$ cat config.mk
export PLATFORM = sky130hd
export DESIGN_NAME = multi_cycle_controller_flat
export DESIGN_NICKNAME = d
export VERILOG_FILES = /design/src/rtl/risc_v_32_i_pkg.sv /design/src/rtl/multi_cycle_controller_if.sv /design/src/rtl/imm_select_decoder.sv /design/src/rtl/multi_cycle_controller.sv /design/src/flat_wrapper.sv
export SDC_FILE = /design/constraint.sdc
export NUM_CORES = 1
export LEC_CHECK = 0
export ABC_AREA = 1
export BUFFER_PORTS_ARGS = -buffer_cell sky130_fd_sc_hd__buf_2
export CORE_ASPECT_RATIO = 0.9
export CORE_MARGIN = 2
export CORE_UTILIZATION = 50
export CTS_BUF_LIST = sky130_fd_sc_hd__clkbuf_16
export DETAILED_ROUTE_END_ITERATION = 16
export PLACE_DENSITY_LB_ADDON = 0.1
export RECOVER_POWER = 25
export SYNTH_ARGS = -nofsm -noshare
export SYNTH_HDL_FRONTEND = slang
export SYNTH_HIERARCHICAL = 1
export SYNTH_SLANG_ARGS = --single-unit
export TNS_END_PERCENT = 20
$ cat constraint.sdc
create_clock -name clk_i -period 3.62 [get_ports clk_i]
set_input_delay 0.543 -clock clk_i [delete_from_list [all_inputs] [get_ports clk_i]]
set_output_delay 0.543 -clock clk_i [all_outputs]
set_load 0.01 [all_outputs]
$ cat src/rtl/risc_v_32_i_pkg.sv
// Shared RV32I control definitions: controller states, opcodes, datapath mux encodings.
// Latency: n/a (types and constants only).
// Backpressure: n/a.
package risc_v_32_i_pkg;

    typedef enum logic [2:0] {
        IMM_I_TYPE,
        IMM_S_TYPE,
        IMM_B_TYPE,
        IMM_U_TYPE,
        IMM_J_TYPE,
        IMM_UNKNOWN_TYPE
    } imm_select_e;

    typedef enum logic [3:0] {
        ST_FETCH,
        ST_DECODE,
        ST_MEM_ADR,
        ST_MEM_READ,
        ST_MEM_WB,
        ST_MEM_WRITE,
        ST_EXEC_R,
        ST_EXEC_I,
        ST_ALU_WB,
        ST_BRANCH,
        ST_JAL,
        ST_JALR,
        ST_LUI,
        ST_AUIPC,
        ST_FAULT
    } ctrl_state_e;

    localparam logic [6:0] OPC_LOAD   = 7'b0000011;
    localparam logic [6:0] OPC_STORE  = 7'b0100011;
    localparam logic [6:0] OPC_OP     = 7'b0110011;
    localparam logic [6:0] OPC_OP_IMM = 7'b0010011;
    localparam logic [6:0] OPC_BRANCH = 7'b1100011;
    localparam logic [6:0] OPC_JAL    = 7'b1101111;
    localparam logic [6:0] OPC_JALR   = 7'b1100111;
    localparam logic [6:0] OPC_LUI    = 7'b0110111;
    localparam logic [6:0] OPC_AUIPC  = 7'b0010111;

    localparam logic       ADR_PC         = 1'b0;
    localparam logic       ADR_RESULT     = 1'b1;

    localparam logic [1:0] ALU_A_PC       = 2'b00;
    localparam logic [1:0] ALU_A_OLD_PC   = 2'b01;
    localparam logic [1:0] ALU_A_RS1      = 2'b10;

    localparam logic [1:0] ALU_B_RS2      = 2'b00;
    localparam logic [1:0] ALU_B_IMM      = 2'b01;
    localparam logic [1:0] ALU_B_FOUR     = 2'b10;

    localparam logic [1:0] ALU_OP_ADD     = 2'b00;
    localparam logic [1:0] ALU_OP_CMP     = 2'b01;
    localparam logic [1:0] ALU_OP_FUNCT   = 2'b10;
    localparam logic [1:0] ALU_OP_PASS_B  = 2'b11;

    localparam logic [1:0] RES_ALU_OUT    = 2'b00;
    localparam logic [1:0] RES_READ_DATA  = 2'b01;
    localparam logic [1:0] RES_ALU_RESULT = 2'b10;

    // Every controller output except imm_sel, so a whole cycle's strobes can be zeroed at once.
    typedef struct packed {
        logic       mem_req;
        logic       mem_write;
        logic       adr_src;
        logic       ir_write;
        logic       pc_write;
        logic       reg_write;
        logic [1:0] alu_src_a;
        logic [1:0] alu_src_b;
        logic [1:0] alu_op;
        logic [1:0] result_src;
        logic       retire;
        logic       illegal;
    } ctrl_sig_t;

endpackage

$ cat src/rtl/multi_cycle_controller_if.sv
// Controller <-> datapath/memory bundle; master is the controller, slave the datapath.
// Latency: n/a (wiring only).
// Backpressure: memory stalls the controller through mem_ready_i.
interface multi_cycle_controller_if;
    import risc_v_32_i_pkg::*;

    logic [6:0]  opcode_i;
    logic        mem_ready_i;
    logic        branch_taken_i;
    logic        mem_req_o;
    logic        mem_write_o;
    logic        adr_src_o;
    logic        ir_write_o;
    logic        pc_write_o;
    logic        reg_write_o;
    logic [1:0]  alu_src_a_o;
    logic [1:0]  alu_src_b_o;
    logic [1:0]  alu_op_o;
    logic [1:0]  result_src_o;
    imm_select_e imm_sel_o;
    logic        retire_o;
    logic        illegal_o;

    modport master (
        input  opcode_i, mem_ready_i, branch_taken_i,
        output mem_req_o, mem_write_o, adr_src_o, ir_write_o, pc_write_o, reg_write_o,
               alu_src_a_o, alu_src_b_o, alu_op_o, result_src_o, imm_sel_o,
               retire_o, illegal_o
    );

    modport slave (
        output opcode_i, mem_ready_i, branch_taken_i,
        input  mem_req_o, mem_write_o, adr_src_o, ir_write_o, pc_write_o, reg_write_o,
               alu_src_a_o, alu_src_b_o, alu_op_o, result_src_o, imm_sel_o,
               retire_o, illegal_o
    );

endinterface

$ cat src/rtl/imm_select_decoder.sv
// Maps an RV32I opcode to the immediate format used by the sign-extend stage.
// Latency: purely combinational.
// Backpressure: none.
module imm_select_decoder
    import risc_v_32_i_pkg::*;
(
    input  logic [6:0]  opcode_i,
    output imm_select_e imm_sel_o
);

    always_comb begin
        imm_sel_o = IMM_UNKNOWN_TYPE;
        case (opcode_i)
            OPC_LOAD, OPC_OP_IMM, OPC_JALR: imm_sel_o = IMM_I_TYPE;
            OPC_STORE:                      imm_sel_o = IMM_S_TYPE;
            OPC_BRANCH:                     imm_sel_o = IMM_B_TYPE;
            OPC_LUI, OPC_AUIPC:             imm_sel_o = IMM_U_TYPE;
            OPC_JAL:                        imm_sel_o = IMM_J_TYPE;
            default:                        imm_sel_o = IMM_UNKNOWN_TYPE;
        endcase
    end

endmodule

$ cat src/rtl/multi_cycle_controller.sv
// Moore control FSM for a multi-cycle RV32I core.
// Latency: 3 (branch), 4 (ALU/store/JAL), 5 (load/JALR) cycles plus memory waits.
// Backpressure: FETCH, MEM_READ and MEM_WRITE hold until mem_ready_i.
module multi_cycle_controller
    import risc_v_32_i_pkg::*;
(
    input  logic clk_i,
    input  logic rst_ni,
    multi_cycle_controller_if.master bus
);

    ctrl_state_e state_q;
    ctrl_state_e state_d;
    ctrl_sig_t   ctrl_d;
    ctrl_sig_t   ctrl;
    imm_select_e imm_sel;

    imm_select_decoder u_imm_select_decoder (
        .opcode_i  (bus.opcode_i),
        .imm_sel_o (imm_sel)
    );

    always_ff @(posedge clk_i or negedge rst_ni) begin
        if (!rst_ni) begin
            state_q <= ST_FETCH;
        end else begin
            state_q <= state_d;
        end
    end

    always_comb begin
        state_d = state_q;
        case (state_q)
            ST_FETCH:     if (bus.mem_ready_i) state_d = ST_DECODE;
            ST_DECODE: begin
                case (bus.opcode_i)
                    OPC_LOAD, OPC_STORE: state_d = ST_MEM_ADR;
                    OPC_OP:              state_d = ST_EXEC_R;
                    OPC_OP_IMM:          state_d = ST_EXEC_I;
                    OPC_BRANCH:          state_d = ST_BRANCH;
                    OPC_JAL:             state_d = ST_JAL;
                    OPC_JALR:            state_d = ST_JALR;
                    OPC_LUI:             state_d = ST_LUI;
                    OPC_AUIPC:           state_d = ST_AUIPC;
                    default:             state_d = ST_FAULT;
                endcase
            end
            ST_MEM_ADR:   state_d = (bus.opcode_i == OPC_LOAD) ? ST_MEM_READ : ST_MEM_WRITE;
            ST_MEM_READ:  if (bus.mem_ready_i) state_d = ST_MEM_WB;
            ST_MEM_WB:    state_d = ST_FETCH;
            ST_MEM_WRITE: if (bus.mem_ready_i) state_d = ST_FETCH;
            ST_EXEC_R,
            ST_EXEC_I:    state_d = ST_ALU_WB;
            ST_ALU_WB:    state_d = ST_FETCH;
            ST_BRANCH:    state_d = ST_FETCH;
            // JALR computes rs1+imm, then reuses JAL to load PC and link oldPC+4.
            ST_JALR:      state_d = ST_JAL;
            ST_JAL:       state_d = ST_ALU_WB;
            ST_LUI,
            ST_AUIPC:     state_d = ST_ALU_WB;
            ST_FAULT:     state_d = ST_FAULT;
            default:      state_d = ST_FAULT;
        endcase
    end

    always_comb begin
        ctrl_d = '0;
        case (state_q)
            ST_FETCH: begin
                ctrl_d.mem_req    = 1'b1;
                ctrl_d.adr_src    = ADR_PC;
                ctrl_d.alu_src_a  = ALU_A_PC;
                ctrl_d.alu_src_b  = ALU_B_FOUR;
                ctrl_d.alu_op     = ALU_OP_ADD;
                ctrl_d.result_src = RES_ALU_RESULT;
                ctrl_d.ir_write   = bus.mem_ready_i;
                ctrl_d.pc_write   = bus.mem_ready_i;
            end
            ST_DECODE: begin
                ctrl_d.alu_src_a  = ALU_A_OLD_PC;
                ctrl_d.alu_src_b  = ALU_B_IMM;
                ctrl_d.alu_op     = ALU_OP_ADD;
            end
            ST_MEM_ADR, ST_JALR: begin
                ctrl_d.alu_src_a  = ALU_A_RS1;
                ctrl_d.alu_src_b  = ALU_B_IMM;
                ctrl_d.alu_op     = ALU_OP_ADD;
            end
            ST_MEM_READ: begin
                ctrl_d.mem_req    = 1'b1;
                ctrl_d.adr_src    = ADR_RESULT;
                ctrl_d.result_src = RES_ALU_OUT;
            end
            ST_MEM_WB: begin
                ctrl_d.result_src = RES_READ_DATA;
                ctrl_d.reg_write  = 1'b1;
                ctrl_d.retire     = 1'b1;
            end
            ST_MEM_WRITE: begin
                ctrl_d.mem_req    = 1'b1;
                ctrl_d.mem_write  = 1'b1;
                ctrl_d.adr_src    = ADR_RESULT;
                ctrl_d.result_src = RES_ALU_OUT;
                ctrl_d.retire     = bus.mem_ready_i;
            end
            ST_EXEC_R: begin
                ctrl_d.alu_src_a  = ALU_A_RS1;
                ctrl_d.alu_src_b  = ALU_B_RS2;
                ctrl_d.alu_op     = ALU_OP_FUNCT;
            end
            ST_EXEC_I: begin
                ctrl_d.alu_src_a  = ALU_A_RS1;
                ctrl_d.alu_src_b  = ALU_B_IMM;
                ctrl_d.alu_op     = ALU_OP_FUNCT;
            end
            ST_ALU_WB: begin
                ctrl_d.result_src = RES_ALU_OUT;
                ctrl_d.reg_write  = 1'b1;
                ctrl_d.retire     = 1'b1;
            end
            ST_BRANCH: begin
                ctrl_d.alu_src_a  = ALU_A_RS1;
                ctrl_d.alu_src_b  = ALU_B_RS2;
                ctrl_d.alu_op     = ALU_OP_CMP;
                ctrl_d.result_src = RES_ALU_OUT;
                ctrl_d.pc_write   = bus.branch_taken_i;
                ctrl_d.retire     = 1'b1;
            end
            ST_JAL: begin
                ctrl_d.alu_src_a  = ALU_A_OLD_PC;
                ctrl_d.alu_src_b  = ALU_B_FOUR;
                ctrl_d.alu_op     = ALU_OP_ADD;
                ctrl_d.result_src = RES_ALU_OUT;
                ctrl_d.pc_write   = 1'b1;
            end
            ST_LUI: begin
                ctrl_d.alu_src_b  = ALU_B_IMM;
                ctrl_d.alu_op     = ALU_OP_PASS_B;
            end
            ST_AUIPC: begin
                ctrl_d.alu_src_a  = ALU_A_OLD_PC;
                ctrl_d.alu_src_b  = ALU_B_IMM;
                ctrl_d.alu_op     = ALU_OP_ADD;
            end
            default: begin
                ctrl_d.illegal    = 1'b1;
            end
        endcase
    end

    // Reset silences every strobe immediately, even mid memory transaction.
    assign ctrl = rst_ni ? ctrl_d : '0;

    assign bus.mem_req_o    = ctrl.mem_req;
    assign bus.mem_write_o  = ctrl.mem_write;
    assign bus.adr_src_o    = ctrl.adr_src;
    assign bus.ir_write_o   = ctrl.ir_write;
    assign bus.pc_write_o   = ctrl.pc_write;
    assign bus.reg_write_o  = ctrl.reg_write;
    assign bus.alu_src_a_o  = ctrl.alu_src_a;
    assign bus.alu_src_b_o  = ctrl.alu_src_b;
    assign bus.alu_op_o     = ctrl.alu_op;
    assign bus.result_src_o = ctrl.result_src;
    assign bus.retire_o     = ctrl.retire;
    assign bus.illegal_o    = ctrl.illegal;
    assign bus.imm_sel_o    = imm_sel;

endmodule

$ cat src/flat_wrapper.sv
// flat-port wrapper written by rule: the top's interface ports become plain ports
module multi_cycle_controller_flat import risc_v_32_i_pkg::*;
  (clk_i, rst_ni, bus_opcode_i, bus_mem_ready_i, bus_branch_taken_i, bus_mem_req_o, bus_mem_write_o, bus_adr_src_o, bus_ir_write_o, bus_pc_write_o, bus_reg_write_o, bus_alu_src_a_o, bus_alu_src_b_o, bus_alu_op_o, bus_result_src_o, bus_imm_sel_o, bus_retire_o, bus_illegal_o);
  multi_cycle_controller_if bus_i ();
  input  logic clk_i;
  input  logic rst_ni;
  input wire logic [$bits(bus_i.opcode_i)-1:0] bus_opcode_i;
  input wire logic [$bits(bus_i.mem_ready_i)-1:0] bus_mem_ready_i;
  input wire logic [$bits(bus_i.branch_taken_i)-1:0] bus_branch_taken_i;
  output wire logic [$bits(bus_i.mem_req_o)-1:0] bus_mem_req_o;
  output wire logic [$bits(bus_i.mem_write_o)-1:0] bus_mem_write_o;
  output wire logic [$bits(bus_i.adr_src_o)-1:0] bus_adr_src_o;
  output wire logic [$bits(bus_i.ir_write_o)-1:0] bus_ir_write_o;
  output wire logic [$bits(bus_i.pc_write_o)-1:0] bus_pc_write_o;
  output wire logic [$bits(bus_i.reg_write_o)-1:0] bus_reg_write_o;
  output wire logic [$bits(bus_i.alu_src_a_o)-1:0] bus_alu_src_a_o;
  output wire logic [$bits(bus_i.alu_src_b_o)-1:0] bus_alu_src_b_o;
  output wire logic [$bits(bus_i.alu_op_o)-1:0] bus_alu_op_o;
  output wire logic [$bits(bus_i.result_src_o)-1:0] bus_result_src_o;
  output wire logic [$bits(bus_i.imm_sel_o)-1:0] bus_imm_sel_o;
  output wire logic [$bits(bus_i.retire_o)-1:0] bus_retire_o;
  output wire logic [$bits(bus_i.illegal_o)-1:0] bus_illegal_o;
  assign bus_i.opcode_i = bus_opcode_i;
  assign bus_i.mem_ready_i = bus_mem_ready_i;
  assign bus_i.branch_taken_i = bus_branch_taken_i;
  assign bus_mem_req_o = bus_i.mem_req_o;
  assign bus_mem_write_o = bus_i.mem_write_o;
  assign bus_adr_src_o = bus_i.adr_src_o;
  assign bus_ir_write_o = bus_i.ir_write_o;
  assign bus_pc_write_o = bus_i.pc_write_o;
  assign bus_reg_write_o = bus_i.reg_write_o;
  assign bus_alu_src_a_o = bus_i.alu_src_a_o;
  assign bus_alu_src_b_o = bus_i.alu_src_b_o;
  assign bus_alu_op_o = bus_i.alu_op_o;
  assign bus_result_src_o = bus_i.result_src_o;
  assign bus_imm_sel_o = bus_i.imm_sel_o;
  assign bus_retire_o = bus_i.retire_o;
  assign bus_illegal_o = bus_i.illegal_o;
  multi_cycle_controller u_core (.clk_i(clk_i), .rst_ni(rst_ni), .bus(bus_i));
endmodule
=== Yosys cells after proc, flatten, opt, wreduce, memory -nomap -nowiden ===
Cells that the tools add are included.

* Flip-flop bits (word level): 4
* Bits of input ports: 11

* Equality and inequality tests: 25
* Multiplexer cells: 19
* Reduce and logical (&&, ||, !) cells: 15

{| class="wikitable"
|+ Operator list
! cell !! count
|-
| case mux 4 bit (8 select lines) || 2
|-
| equality test 4 bit (second input constant) || 6
|-
| case mux 4 bit (6 select lines) || 1
|-
| equality test 7 x 6 -> 1 bit (second input constant) || 3
|-
| equality test 7 bit (second input constant) || 3
|-
| equality test 4 x 3 -> 1 bit (second input constant) || 4
|-
| 2-to-1 mux 16 bit || 1
|-
| case mux 3 bit (5 select lines) || 1
|-
| equality test 7 x 5 -> 1 bit (second input constant) || 2
|-
| OR reduction 14 bit || 1
|-
| 2-to-1 mux 4 bit || 3
|-
| OR reduction 3 bit || 4
|-
| OR reduction 2 bit || 5
|-
| OR reduction 5 bit || 2
|-
| equality test 4 x 2 -> 1 bit (second input constant) || 2
|-
| case mux 2 bit (2 select lines) || 2
|-
| equality test 7 x 2 -> 1 bit (second input constant) || 1
|-
| 2-to-1 mux 1 bit || 6
|-
| inequality test 2 bit (second input constant) || 3
|-
| equality test 4 x 1 -> 1 bit (second input constant) || 1
|-
| logical NOT 4 bit || 1
|-
| OR reduction 4 bit || 1
|-
| 2-to-1 mux 3 bit || 1
|-
| case mux 1 bit (3 select lines) || 1
|-
| other kinds (2) || 2
|}

=== Longest topological paths before layout ===
Gate-level depths: netlist (run 1).

* Word-level depth: 4
* Gate-level depth with buffers: 9
* Mapped depth without buffers: 9

=== Cells and area by module ===
Netlist (run 1), hierarchy kept.

{| class="wikitable"
|+ Modules (own cells, without submodules)
! module !! times used !! cells an instance !! area an instance (µm²) !! seq. area each (µm²)
|-
| multi_cycle_controller || 1 || 122 || 649.4 || 100.1
|-
| imm_select_decoder || 1 || 33 || 138.9 || 0.0
|}

=== Worst setup path before layout (run 1) ===
Ideal clock, no wire load.

* Path kind: register to output
* Start: register u_core.state_q[1]
* End: output port bus_retire_o
* Arrival: 1123 ps
* Slack: 1954 ps
* Cell stages (with the launch flop): 6
* Cells stage by stage: dfrtp_1 -> buf_6 -> nor2_4 -> inv_2 -> nor3_2 -> a22o_1

* Longest elaborated chain between the ends: 4

{| class="wikitable"
|+ Ends and longest elaborated chain
! what !! line !! text
|-
| start, declared || multi_cycle_controller.sv:12 || <nowiki>ctrl_state_e state_q;</nowiki>
|-
| start signal, assigned || multi_cycle_controller.sv:27 || <nowiki>state_q <= state_d;</nowiki>
|-
| equality test 4 x 3 -> 1 bit / equality test 4 bit (equally long branches) || multi_cycle_controller.sv:68 || <nowiki>case (state_q)</nowiki>
|-
| OR reduction 3 bit (no source line) || n/a ||
|-
| case mux 1 bit (2 select lines) * || multi_cycle_controller.sv:68 ||
|-
| 2-to-1 mux 16 bit * || multi_cycle_controller.sv:152 || <nowiki>assign ctrl = rst_ni ? ctrl_d : '0;</nowiki>
|-
| end, declared || flat_wrapper.sv:21 || <nowiki>output wire logic [$bits(bus_i.retire_o)-1:0] bus_retire_o;</nowiki>
|}

Every way passes the cells marked *; elsewhere a longest branch is shown, timed or not.

=== Final worst setup path (run 1) ===
* Start: input port rst_ni
* End: output port bus_retire_o

* Longest elaborated chain between the ends: 1

{| class="wikitable"
|+ Ends and longest elaborated chain
! what !! line !! text
|-
| start, declared || flat_wrapper.sv:6 || <nowiki>input logic rst_ni;</nowiki>
|-
| 2-to-1 mux 16 bit || multi_cycle_controller.sv:152 ||
|}

Every way passes these cells.

==> results of run 1 <==
## final cells by class
type | count | area, sq um | share of cell area [%]
Multi-Input combinational cell | 121 | 563 | 56.0
Timing Repair Buffer | 29 | 144 | 14.3
Inverter | 28 | 105 | 10.4
Sequential cell | 4 | 100 | 9.95
Clock buffer | 3 | 75.1 | 7.46
Tap cell | 15 | 18.8 | 1.87
## metal layers
metal	track usage, %	up-vias
met5	0	-
met1	31.8	439
met3	3.91	2
met4	5.14	0
met2	36.4	34
li1	-	550
## metrics by stage
stage	area (sq um)	hold slack, ns	std cells	setup WS, ns	util (%)
after floorplan	788	0.247	155	1.95	-
final	1010	0.200	200	1.44	68.7
after global routing	1010	0.217	200	1.32	68.7
after CTS	1010	0.138	200	1.47	69.1
after global placement	937	0.367	197	1.69	64.0
after detailed placement	937	0.372	197	1.65	64.0
## report_power, final
part           leakage (nW)  internal [mW]  switching (mW)  total [mW]
sequential           0.0402         0.0450               0      0.0450
combinational         0.482         0.0104          0.0209      0.0312
clock                0.0370          0.141          0.0310       0.172
## layout by cell type (no fill, tap or decap), drive strengths merged, types with 4 or more instances in the layout
cell,count
a21oi,13
inv,27
buf,28
nand2,43
nand3,13
nor2,35
dfrtp,4
nor3,5
clkbuf,4
o21ai,5
## worst max-delay path: stages
cell      delay, ns
clkbuf_1       0.29
inv_1          0.28
nor3_2         0.26
a22o_1         0.14
buf_2          0.12
## logic make-up after synthesis
group / share of synthesized area, %
flops: 12.7
compound gates: 16.0
buf+inv: 15.2
simple gates: 56.0
## how the worst max path moves through the flow
stage / startpoint / endpoint / slack [ns]
final: rst_ni / bus_retire_o / 1.44
after global routing: rst_ni / bus_retire_o / 1.32
after CTS: u_core/state_q[1] / bus_alu_src_b_o[0] / 1.47
after detailed placement: rst_ni / bus_retire_o / 1.65
after global placement: rst_ni / bus_retire_o / 1.69
after floorplan: u_core/state_q[1] / bus_retire_o / 1.95
==> flow_summary.ini, run 1 <==
[worst_setup_path]
crit_path_end_kind = output port
critPathRequiredTime_ns = 3.08
r2r-end = u_core/state_q[1]
r2r_slack_ns = 2.18
path_max_fanout = 14
r2r_start = u_core/state_q[1]
arrival_ns = 1.64
ff2ff_path_depth = 7
crit_type = primary input to output port
worstSetupStartpointType = primary input

[final_layout]
drive_above_1_share_pct = 27.0
diodes = 0
num-nets-final = 198
top_regs = u_core/state_q x4
area_growth_pct = 27.6
nFillCells = 144
regMostFlops = u_core/state_q
largest_register_ffs = 4

[timing]
fmax_mhz = 459
finClkSkew_ns = 0.00388
rsz0062_at_grt = false
drv_slew = 0
slew_headroom_pct = 73.6
period_share_pct = 60.2
hold_violations = 0
tightest_slew_ns = 0.396
finalSetupViolCount = 0
fin_crit_ns = 2.18
setup-tns-final_ns = 0

[job]
drv_cap = 0

[place]
globalplace.congestion = 0.861
port-buffer-count = 29
dp_hpwl_um = 1650

[logic_synthesis]
synthesis.nets = 166
yosys_warnings = 6
synth.area.top_cells = nand2_1 20%, nor2_1 14%, dfrtp_1 13%, inv_1 9.0%, nand3_1 7.6%
yosysSeqAreaShare_pct = 12.7
ys_top_cells_by_count = 41 x nand2_1, 30 x nor2_1, 19 x inv_1
yosys.cell_types.count = 25
post-synth-top-count-cell = nand2_1
ys_ff_latch = 4
ys_async_sr_fraction_pct = 100
yosys.area.top_type = nand2_1
ys.flop_type = dfrtp_1
netlist_instances = 155
netlist_area_sq_um = 788
synth_top_area_share_pct = 19.5
avgSynthCellArea_sq_um = 5.09
synth_edf_count = 0

[drt]
drt_iter0_drc = 21
route.vias.total = 1025
detail_route.vias_per_cell = 5.13
met1_length_um = 994
wl_met3_um = 110
routed_wl_um = 2050
wl_per_cell_um = 10.3
met2WireLength_um = 932
drc_errors = 0
top_layer = met4
postRouteAntennaNets = 0
first_pass_iters = 4

[cts]
clock_path_buffers = 2
cts-buffers-inserted = 3
clk-insertion-delay-late_ns = 0.23
postCtsSetupBuffers = 0
cts.sinks = 4
tritoncts = yes
clk_pin_slew_ns = 0.03
cts.htree.levels = 1
cts_resized = 0
cts_hold_buf = 0
cts_root_buffer = clkbuf_16

[worst_hold_path]
worstHoldPathType = primary input to async pin

[grt]
grt_pass1_vias = 822
grt_start_max_net_pins = 15
grt_usage_pct = 22.9
overflow = 0
antenna_found_initial = 0
grt_first_pass_wirelength_um = 3370

[floorplanning]
pin_count = 30
die_y_um = 41.7
start_util_pct = 53.8
core_area_sq_mm = 0.00146
die_w_um = 45.9
row_count = 13
dieArea_sq_mm = 0.00191

[power]
finalPower_mw = 0.248
ir_worst_vdd_mv = 0.264
power_leakage_nw = 0.559
p_per_area_mw_per_mm2 = 247

[run_status]
status = finished clean
(Power assumes the default switching activity.)
==> run 2, diff against run 1 <==
--- a/config.mk
+++ b/config.mk
@@ -9,7 +9,7 @@
 export BUFFER_PORTS_ARGS = -buffer_cell sky130_fd_sc_hd__buf_2
 export CORE_ASPECT_RATIO = 0.9
 export CORE_MARGIN = 2
-export CORE_UTILIZATION = 50
+export CORE_UTILIZATION = 48
 export CTS_BUF_LIST = sky130_fd_sc_hd__clkbuf_16
 export DETAILED_ROUTE_END_ITERATION = 16
 export PLACE_DENSITY_LB_ADDON = 0.1
==> constraint.sdc (replaced) <==
create_clock -name clk_i -period 2.1 [get_ports clk_i]
set_input_delay 0.315 -clock clk_i [delete_from_list [all_inputs] [get_ports clk_i]]
set_output_delay 0.315 -clock clk_i [all_outputs]
set_load 0.01 [all_outputs]
==> flow_summary.ini, run 2 (synthesis results as in run 1) <==
[floorplanning]
pin_count = 30
dieArea_sq_mm = 0.00198
start_util_pct = 52.7
die_y_um = 42.4
row_count = 13
core_area_sq_mm = 0.00150
die_w_um = 46.7

[grt]
overflow = 0
grt_usage_pct = 25.7
antenna_found_initial = 0
grt_start_max_net_pins = 15
grt_first_pass_wirelength_um = 3750
grt_pass1_vias = 924

[cts]
cts-buffers-inserted = 3
clk-insertion-delay-late_ns = 0.23
cts.htree.levels = 1
cts_root_buffer = clkbuf_16
clock_path_buffers = 2
cts.sinks = 4
tritoncts = yes
clk_pin_slew_ns = 0.03

[final_layout]
area_growth_pct = 33.5
final_common_cell = nand2_1
largest_register_ffs = 4
final_cell_mix = 41 x nand2_1, 30 x nor2_1, 28 x buf_2
drive_above_1_share_pct = 28.3
multi_input_area_sq_um = 563
diodes = 0
instances_no_fill = 209
regArea_sq_um = 100
regMostFlops = u_core/state_q
top_regs = u_core/state_q x4
num-nets-final = 200
nFillCells = 151
post-route-util_pct = 70.3

[drt]
postRouteAntennaNets = 0
drt_iter0_drc = 56
route.vias.total = 1073
detail_route.vias_per_cell = 5.13
first_pass_iters = 5
routed_wl_um = 2360
wl_per_cell_um = 11.3
drc_errors = 0

[timing]
fin_crit_ns = 2.07
finalSetupViolCount = 0
setup-tns-final_ns = 0
hold_violations = 0
slew_headroom_pct = 75.5
fmax_mhz = 484
finClkSkew_ns = 0.00158
drv_slew = 0
period_share_pct = 98.4
tightest_slew_ns = 0.367

[worst_setup_path]
critPathSlowestCell = dlygate4sd3_1
crit_path_end_kind = output port
arrival_ns = 1.75
crit_type = primary input to output port
critPathRequiredTime_ns = 1.78
crit_family = buffers and inverters
path_buf_inv = 4
cp_slowest_stage_delay_ns = 0.52
worstSetupStartpointType = primary input
crit_chain = dlygate4sd3_1, clkbuf_4, clkinvlp_4, nor3_2, a22o_1, buf_2
path_max_fanout = 7

[place]
globalplace.congestion = 0.929
port-buffer-count = 29
dp_cells = 204
dp_hpwl_um = 1790

[power]
p_per_area_mw_per_mm2 = 416
ir_worst_vdd_mv = 0.334
power_leakage_nw = 0.579

[run_status]
status = finished clean

[job]
drv_cap = 0

[worst_hold_path]
worstHoldPathType = primary input to async pin
-- run 2: cell count changes in the layout (fill, tap and decap cells not counted), sizes merged --
cell / change
dlygate4sd3: +1
clkinvlp: +1
buf: +1
clkinv: -1
-- run 2: layout make-up --
type / count / share of cell area, %
clock buffer: 3 / 7.13
tap: 22 / 2.62
timing repair buffer: 31 / 16.9
sequential: 4 / 9.51
multi-input combinational: 121 / 53.5
inverter: 28 / 10.3
-- run 2: final timing paths --
path | startpoint | end | slack, ns | depth (start not counted)
setup / recovery | rst_ni | bus_retire_o | 0.03 | 6
hold / removal | rst_ni | u_core/state_q[2] | 0.47 | 2
setup reg to reg | u_core/state_q[1] | u_core/state_q[1] | 0.68 | 7
hold reg to reg | u_core/state_q[0] | u_core/state_q[0] | 0.65 | 2
max in group asynchronous | rst_ni | u_core/state_q[1] | 1.50 | 2
min in group clk_i | bus_opcode_i[4] | u_core/state_q[2] | 0.52 | 5
-- run 2: worst reg2reg max path, cell delays in order, from the launching register on --
cell and delay, ns:
dfrtp_1 0.55, nand2_1 0.17, inv_1 0.10, nand3_1 0.12, nand3_1 0.18, inv_2 0.06, nor2_1 0.08, a21oi_1 0.05
-- run 2: repair_timing --
action,in CTS,in global routing
setup buffers,0,1
hold buffers,1,0
gates resized for setup,0,2
endpoints found under the hold margin,4,0
setup endpoints to repair,0,2
-- run 2: metal layers --
metal,track usage [%],part of all wire (%),up-vias
met3,6.47,8.3,8
met4,8.33,2.0,0
met2,36.7,45,53
li1,-,-,554
met5,0,0,-
met1,37.0,45,458
-- run 2: power by group --
| part | switching [mW] | internal, mW | leakage [nW] |
|---|---|---|---|
| logic | 0.0389 | 0.0237 | 0.501 |
| clock network | 0.0541 | 0.243 | 0.0370 |
| registers | 0 | 0.0777 | 0.0402 |
-- run 2: metrics by stage --
| stage | total power [mW] | setup WS [ns] | hold WS, ns | instance area, sq um |
|---|---|---|---|---|
| floorplan | 0.107 | 0.662 | 0.0194 | 788 |
| global placement | 0.132 | 0.504 | 0.148 | 946 |
| detailed placement | 0.133 | 0.427 | 0.148 | 946 |
| CTS | 0.434 | 0.0158 | 0.455 | 1030 |
| global route | 0.455 | -0.0520 | 0.486 | 1050 |
| finish | 0.438 | 0.0340 | 0.469 | 1050 |
